===== src/rtl/assoc_cache_ctrl.sv =====
// assoc_cache_ctrl: set-associative tag-lookup controller with LRU replacement,
// fixed-latency miss fill, deferred flush and saturating hit/miss statistics.
module assoc_cache_ctrl #(
  parameter int ADDR_W   = 32,
  parameter int OFFSET_W = 2,
  parameter int INDEX_W  = 4,
  parameter int WAYS     = 2,
  parameter int FILL_LAT = 4,
  parameter int CNT_W    = 32,
  localparam int WW      = WAYS > 1 ? $clog2(WAYS) : 1
) (
  input  logic              clk,
  input  logic              rst_n,
  input  logic              req_valid,
  output logic              req_ready,
  input  logic [ADDR_W-1:0] req_addr,
  input  logic              flush,
  output logic              resp_valid,
  output logic              resp_hit,
  output logic [WW-1:0]     resp_way,
  output logic [CNT_W-1:0]  hit_count,
  output logic [CNT_W-1:0]  miss_count
);
  localparam int SETS  = 1 << INDEX_W;
  localparam int TAG_W = ADDR_W - OFFSET_W - INDEX_W;
  typedef enum logic {IDLE, FILL} state_t;
  state_t state, state_nxt;
  logic [WAYS-1:0]    valid [SETS];
  logic [TAG_W-1:0]   tags  [SETS][WAYS];
  logic [WW-1:0]      ages  [SETS][WAYS];
  logic [INDEX_W-1:0] idx, fill_idx, acc_idx;
  logic [TAG_W-1:0]   tg, fill_tag;
  logic [7:0]         fcnt;
  logic               flush_pending, accept, install, do_flush, hit;
  logic [WW-1:0]      hit_way, victim, acc_way, old_age;
  logic               unused_offset;
  assign idx = req_addr[OFFSET_W+INDEX_W-1:OFFSET_W];
  assign tg  = req_addr[ADDR_W-1:OFFSET_W+INDEX_W];
  assign unused_offset = ^req_addr[OFFSET_W-1:0];
  // Descending scans let the lowest-numbered match / invalid way win.
  always_comb begin
    hit     = 1'b0;
    hit_way = '0;
    for (int w = WAYS - 1; w >= 0; w--)
      if (valid[idx][w] && tags[idx][w] == tg) begin
        hit     = 1'b1;
        hit_way = WW'(w);
      end
    victim = '0;
    for (int w = 0; w < WAYS; w++)
      if (ages[fill_idx][w] == WW'(WAYS - 1)) victim = WW'(w);
    for (int w = WAYS - 1; w >= 0; w--)
      if (!valid[fill_idx][w]) victim = WW'(w);
  end
  always_comb begin
    req_ready = state == IDLE && !flush && !flush_pending;
    accept    = req_valid && req_ready;
    install   = state == FILL && fcnt == 8'(FILL_LAT - 1);
    do_flush  = state == IDLE && (flush || flush_pending);
    state_nxt = install ? IDLE : (accept && !hit) ? FILL : state;
    acc_idx   = install ? fill_idx : idx;
    acc_way   = install ? victim : hit_way;
    old_age   = ages[acc_idx][acc_way];
  end
  always_ff @(posedge clk) state <= !rst_n ? IDLE : state_nxt;
  always_ff @(posedge clk) begin
    if (!rst_n) begin
      resp_valid    <= 1'b0;
      resp_hit      <= 1'b0;
      resp_way      <= '0;
      hit_count     <= '0;
      miss_count    <= '0;
      flush_pending <= 1'b0;
      fcnt          <= '0;
      fill_idx      <= '0;
      fill_tag      <= '0;
      for (int s = 0; s < SETS; s++) begin
        valid[s] <= '0;
        for (int w = 0; w < WAYS; w++) ages[s][w] <= WW'(w);
      end
    end else begin
      resp_valid <= (accept && hit) || install;
      resp_hit   <= accept && hit;
      resp_way   <= acc_way;
      fcnt       <= state == FILL ? fcnt + 8'd1 : 8'd0;
      if (accept) begin
        fill_idx <= idx;
        fill_tag <= tg;
      end
      if (state == FILL && flush) flush_pending <= 1'b1;
      else if (do_flush) flush_pending <= 1'b0;
      if (accept && hit && hit_count != '1) hit_count <= hit_count + CNT_W'(1);
      if (install && miss_count != '1) miss_count <= miss_count + CNT_W'(1);
      if (do_flush) begin
        for (int s = 0; s < SETS; s++) begin
          valid[s] <= '0;
          for (int w = 0; w < WAYS; w++) ages[s][w] <= WW'(w);
        end
      end else if ((accept && hit) || install) begin
        if (install) begin
          valid[fill_idx][victim] <= 1'b1;
          tags[fill_idx][victim]  <= fill_tag;
        end
        // Only ways more recent than the accessed one age; older ones keep their rank.
        for (int w = 0; w < WAYS; w++)
          if (WW'(w) == acc_way) ages[acc_idx][w] <= '0;
          else if (ages[acc_idx][w] < old_age) ages[acc_idx][w] <= ages[acc_idx][w] + WW'(1);
      end
    end
  end
endmodule

===== config.mk =====
export PLATFORM = sky130hd
export DESIGN_NAME = assoc_cache_ctrl
export DESIGN_NICKNAME = d
export VERILOG_FILES = /design/src/rtl/assoc_cache_ctrl.sv
export SDC_FILE = /design/constraint.sdc
export NUM_CORES = 1
export LEC_CHECK = 0
export BUFFER_PORTS_ARGS = -buffer_cell sky130_fd_sc_hd__buf_2
export CORE_MARGIN = 10
export CORE_UTILIZATION = 55
export CTS_CLUSTER_SIZE = 12
export DETAILED_ROUTE_END_ITERATION = 6
export HOLD_SLACK_MARGIN = 0.05
export PLACE_DENSITY = 0.72
export RECOVER_POWER = 100
export SYNTH_ARGS = -nofsm -noshare
export SYNTH_HDL_FRONTEND = slang
export SYNTH_SLANG_ARGS = --single-unit
export TNS_END_PERCENT = 20

===== constraint.sdc =====
create_clock -name clk -period 4.59 [get_ports clk]
set_input_delay 0.6885 -clock clk [delete_from_list [all_inputs] [get_ports clk]]
set_output_delay 0.6885 -clock clk [all_outputs]
set_load 0.005 [all_outputs]

Word level (Yosys, flattened, before mapping)
Memory sizes are Yosys's and may differ from the RTL's. A register that Yosys moved wholly into a read port is not among the register bits.
Index checks and enable logic that the tools add are counted.
{"block": "op_classes", "div_mod_pow": 0, "magnitude_cmp": 7, "bitwise": 54, "reduce_logical": 24, "n_eq_ne": 5, "addsub": 5, "mul": 0, "shifts": 0, "n_mux": 109}
{"operator": "$mux W1", "n": 77}
{"operator": "$add A32 B1 Y32 const B", "n": 2}
{"operator": "$ne A32 B32 Y1 const B", "n": 2}
{"operator": "$eq A26 B26 Y1", "n": 2}
{"operator": "$mux W52", "n": 1}
{"operator": "$or A1 B1 Y1", "n": 50}
{"operator": "$mux W2", "n": 21}
{"operator": "$mux W4", "n": 7}
{"operator": "$demux W26 S1", "n": 1}
{"operator": "$mux W26", "n": 1}
{"operator": "$logic_and A1 B1 Y1", "n": 14}
{"operator": "$add A8 B1 Y8 const B", "n": 1}
{"operator": "$eq A8 B2 Y1 const B", "n": 1}
{"operator": "$reduce_or A2 Y1", "n": 3}
{"operator": "$ge A2 B2 Y1 const B", "n": 2}
{"operator": "$not A1 Y2", "n": 2}
{"operator": "$logic_not A1 Y1", "n": 3}
{"operator": "$add A1 B1 Y1 const B", "n": 2}
{"operator": "$logic_or A1 B1 Y1", "n": 2}
{"operator": "$lt A1 B1 Y1", "n": 2}
{"operator": "$lt A1 B2 Y1 const B", "n": 1}
{"operator": "$lt A2 B1 Y1 const B", "n": 1}
{"operator": "$not A1 Y1", "n": 2}
{"operator": "$reduce_and A2 Y1", "n": 1}
{"operator": "3 further kinds", "n": 3}
{"block": "word_totals", "romBits": 0, "wordCells": 217, "ff_bits": 107, "mem_bits_rw": 896, "memories": 3, "latchBits": 0, "in_bits": 36}
{"name": "tags", "depth": 16, "word_bits": 52, "read_ports": 1, "rd_clocked_by_memory_dff": 0, "write_ports": 1, "line": "29", "text": "logic [TAG_W-1:0] tags [SETS][WAYS];"}
{"name": "ages", "depth": 16, "word_bits": 2, "read_ports": 2, "rd_clocked_by_memory_dff": 1, "write_ports": 16, "line": "30", "text": "logic [WW-1:0] ages [SETS][WAYS];"}
{"name": "valid", "depth": 16, "word_bits": 2, "read_ports": 2, "rd_clocked_by_memory_dff": 1, "write_ports": 16, "line": "28", "text": "logic [WAYS-1:0] valid [SETS];"}

Logic depth before layout (Yosys ltp)
An unclocked memory read counts as a cell.
{"block": "logic_depth", "ltp_word": 20, "mapped_depth": 18}

Worst setup path after synthesis
OpenSTA, ideal clock, no wires.
{"block": "synth_timing", "path_kind": "in2reg", "startpoint": "input port req_addr[3]", "endpoint": "memory ages[9][0] in the netlist's numbering (enable)", "setup_slack_ns": 0.424, "required_ns": 4.275, "t_arrival_ns": 3.852, "setup_ns": 0.315, "path_stages": 14, "cell_sequence": "buf_6 buf_4 buf_1 mux4_2 mux2i_1 xnor2_1 nand2_1 nand3_1 or4_1 or2_1 o32a_4 and3_1 buf_2 nor3b_1"}
{"element": "from (decl)", "line": "16", "text": "input logic [ADDR_W-1:0] req_addr,"}
{"element": "to (decl)", "line": "30"}

==> reports/metrics.cfg <==
[routing]
routed-via-count = 25520
antenna_left = 0
dr.pass1.iters = 7
vias_per_cell = 6.611
routed_wl_mm = 115.7
post_drt_wl_per_cell_um = 29.97
drcViolationCount = 0
dr.first_iter.drc_count = 3033

[sta]
tns_ns = 0
fin_worst_skew_ns = 0.01889
min_period_ns = 4.406
setup_viol = 0
worstMarginPinSlew_ns = 2.440
relSlewSlack_pct = -62.68
fmax_mhz = 227.0
maxSlewViolCount = 100
rsz0062_at_grt = no
hold_violations = 0
period_share_pct = 95.98

[die]
die_area_um2 = 86700
die_x_um = 294.4
core_um2 = 74570
initial_core_util_pct = 55.55
num_io_pins = 104
die_h_um = 294.4
rows = 100

[layout]
fin_cells = 3860
drive_gt1_share_pct = 22.17
area_delta_synth_final_pct = 14.56
multi_input_area_um2 = 11830
nNetsFinal = 2841
final_cell_mix = 862 x edfxtp_1, 174 x nand2_1, 174 x mux4_2
nFillCells = 5228
layout_commonest_cell = edfxtp_1
seq_area_um2 = 28790

[yosys]
async_reset_ff_share_pct = 0
syn_nets = 2570
syn_inst = 2531
synth-seq-cells = 1007
yosysUniqueCellTypes = 80
syn-cell-area_um2 = 41430
synth_area_per_cell_um2 = 16.37
synth_edf_count = 862
synth_ff_type = edfxtp_1
yosysWarnings = 0
seq_area_frac_synth_pct = 69.49

[clock_network]
root_buffer = clkbuf_16
cts_buffer_depth = 3
clock-sinks = 1007
cts_tree = yes
clkTransAtPathRegs_ns = 0.06
cts_resized = 0
htreeDepth = 3
cts_hold_buffers = 0
clock_latency_ns = 0.67
cts_made_buffers = 104
postCtsSetupRepairBufs = 0

[critical_path]
required_ns = 4.86
r2r_slack_ns = 0.18
r2r-end = tags[11][15]$_DFFE_PP_
cp.arrival_ns = 4.67
setup.worst_path.start_class = flop
crit_path_max_fanout = 24
r2r_cells = 9
criticalPathCategory = reg -> reg
critPathCaptureType = flop
r2r_start = ages[5][0]$_SDFFCE_PN1P_

[global_route]
grt-ovfl-total = 0
grt_pass1_vias = 25480
grt_max_degree = 61
antenna_found_initial = 6
track_usage_pct = 26.50
grt_first_pass_wirelength_mm = 168.5

[worst_hold_path]
min_path_cells = 3
min_from = flush
worst_hold_path_type = in -> reg
worstHoldEndpoint = flush_pending$_SDFFE_PN0P_

[status]
outcome = finished with violations
violations = capacitance limit, slew limit

[power]
peakVddDrop_v = 0.0003152
powerDensity_nw_per_um2 = 403.9
leakagePower_nw = 15.87

[place]
port_buffers = 101
dpl.cell_count = 3665
gp_congestion = 0.8851
dpl.hpwl_mm = 69.67

[flow_run]
max_cap_viol_count = 6

-- kinds of logic after synthesis --
family | Yosys count | share of synthesized area [%]
DFF | 1007 | 69.49
and+or+nand+nor | 586 | 7.297
muxes | 357 | 14.01
AOI/OAI and AO/OA | 315 | 5.008
buffers and inverters | 175 | 2.244
xor gates and xnor gates | 88 | 1.860
adders and majority gates | 3 | 0.09062
-- report_power, final --
| group | switching (mW) | leakage (nW) | total (mW) | internal, mW |
|---|---|---|---|---|
| sequential | 0.107 | 9.09 | 10.0 | 9.94 |
| clock | 3.45 | 1.58 | 8.05 | 4.60 |
| combinational | 0.608 | 5.20 | 1.07 | 0.462 |
| total | 4.17 | 15.9 | 19.2 | 15.0 |
-- metal layers --
layer / wire length [um] / global-route usage [%] / up-vias
met5: 46 / 0 / -
met2: 54790 / 42.51 / 1553
met4: 4968 / 10.75 / 6
met3: 12230 / 5.462 / 335
met1: 43650 / 35.16 / 13050
li1: - / - / 10580
-- cell type report --
cell class                      count  area share (%)
Timing Repair Buffer              313           4.785
Clock buffer                      162           6.317
Clock inverter                     29          0.5273
Antenna cell                        4         0.02109
Sequential cell                  1007           60.66
Multi-Input combinational cell   1349           24.92
Inverter                           27          0.2162
Tap cell                          969           2.555
-- critical path: stages (launching register included) --
cell and delay, ns:
edfxtp_1 0.46, o21ai_0 0.13, mux4_2 0.48, mux4_2 0.55
nor2_1 0.24, inv_1 0.09, nor2_1 0.24, nand2_1 0.33
nor2_1 0.44, clkbuf_2 1.01
-- stage by stage --
stage                     power, mW  utilization (%)  area (um^2)  setup slack [ns]  hold slack (ns)
after CTS                     19.24            64.17        47850            0.2885           0.2995
after global routing          19.69            63.63        47450           0.02800           0.3367
after global placement        11.25            59.81        44600           -0.2312           0.4259
after floorplan               10.83                -        41430            0.4235           0.4175
final                         19.17            63.64        47460            0.1845           0.3275
after detailed placement      11.29            59.81        44600           -0.3626           0.4678
-- cell usage after synthesis (all sizes together), types with 13 or more instances --
cell      n  area [um^2]
edfxtp  862        25880
a21oi    64        320.3
buf      86        594.3
xnor2    47        411.6
o22ai    69        431.7
mux2     42        473.0
and3b    13        113.9
dfxtp   145         2903
mux4    174         3919
nand2b   15        93.84
a21o     17        127.6
nand2   175        656.9
nor3     35        175.2
nand4    25        162.6
nor3b    19        142.6
or3      36        225.2
and3     31        193.9
and2     14        87.58
or2      24        150.2
a221oi   13        120.1
nand3    45        225.2
xor2     41        359.1
mux2i   141         1411
nor2    101        381.6
clkbuf   62        234.0
o21ai    60        300.3
inv      26        97.59
-- state kept, by name, summed over array words and instances (netlist names), named ones only --
| signal | count |
|---|---|
| flush_pending | 1 |
| resp_valid | 1 |
| tags | 832 |
| fill_tag | 26 |
| miss_count | 32 |
| hit_count | 32 |
| state | 1 |
| resp_way | 1 |
| resp_hit | 1 |
| valid | 32 |
| ages | 32 |
| fcnt | 8 |
| fill_idx | 4 |
-- worst max-delay path by stage --
stage	cells past startpoint	startpoint	end	slack [ns]
after floorplan	14	req_addr[3]	ages[9][0]$_SDFFCE_PN1P_	0.42
after global placement	13	req_addr[3]	hit_count[9]$_SDFFE_PN0P_	-0.23
after detailed placement	13	req_addr[3]	hit_count[11]$_SDFFE_PN0P_	-0.36
after CTS	13	req_addr[3]	hit_count[29]$_SDFFE_PN0P_	0.29
after global routing	8	state$_SDFFE_PP0P_	hit_count[28]$_SDFFE_PN0P_	0.03
final	9	ages[5][0]$_SDFFCE_PN1P_	tags[11][15]$_DFFE_PP_	0.18
(Power assumes the default switching activity.)
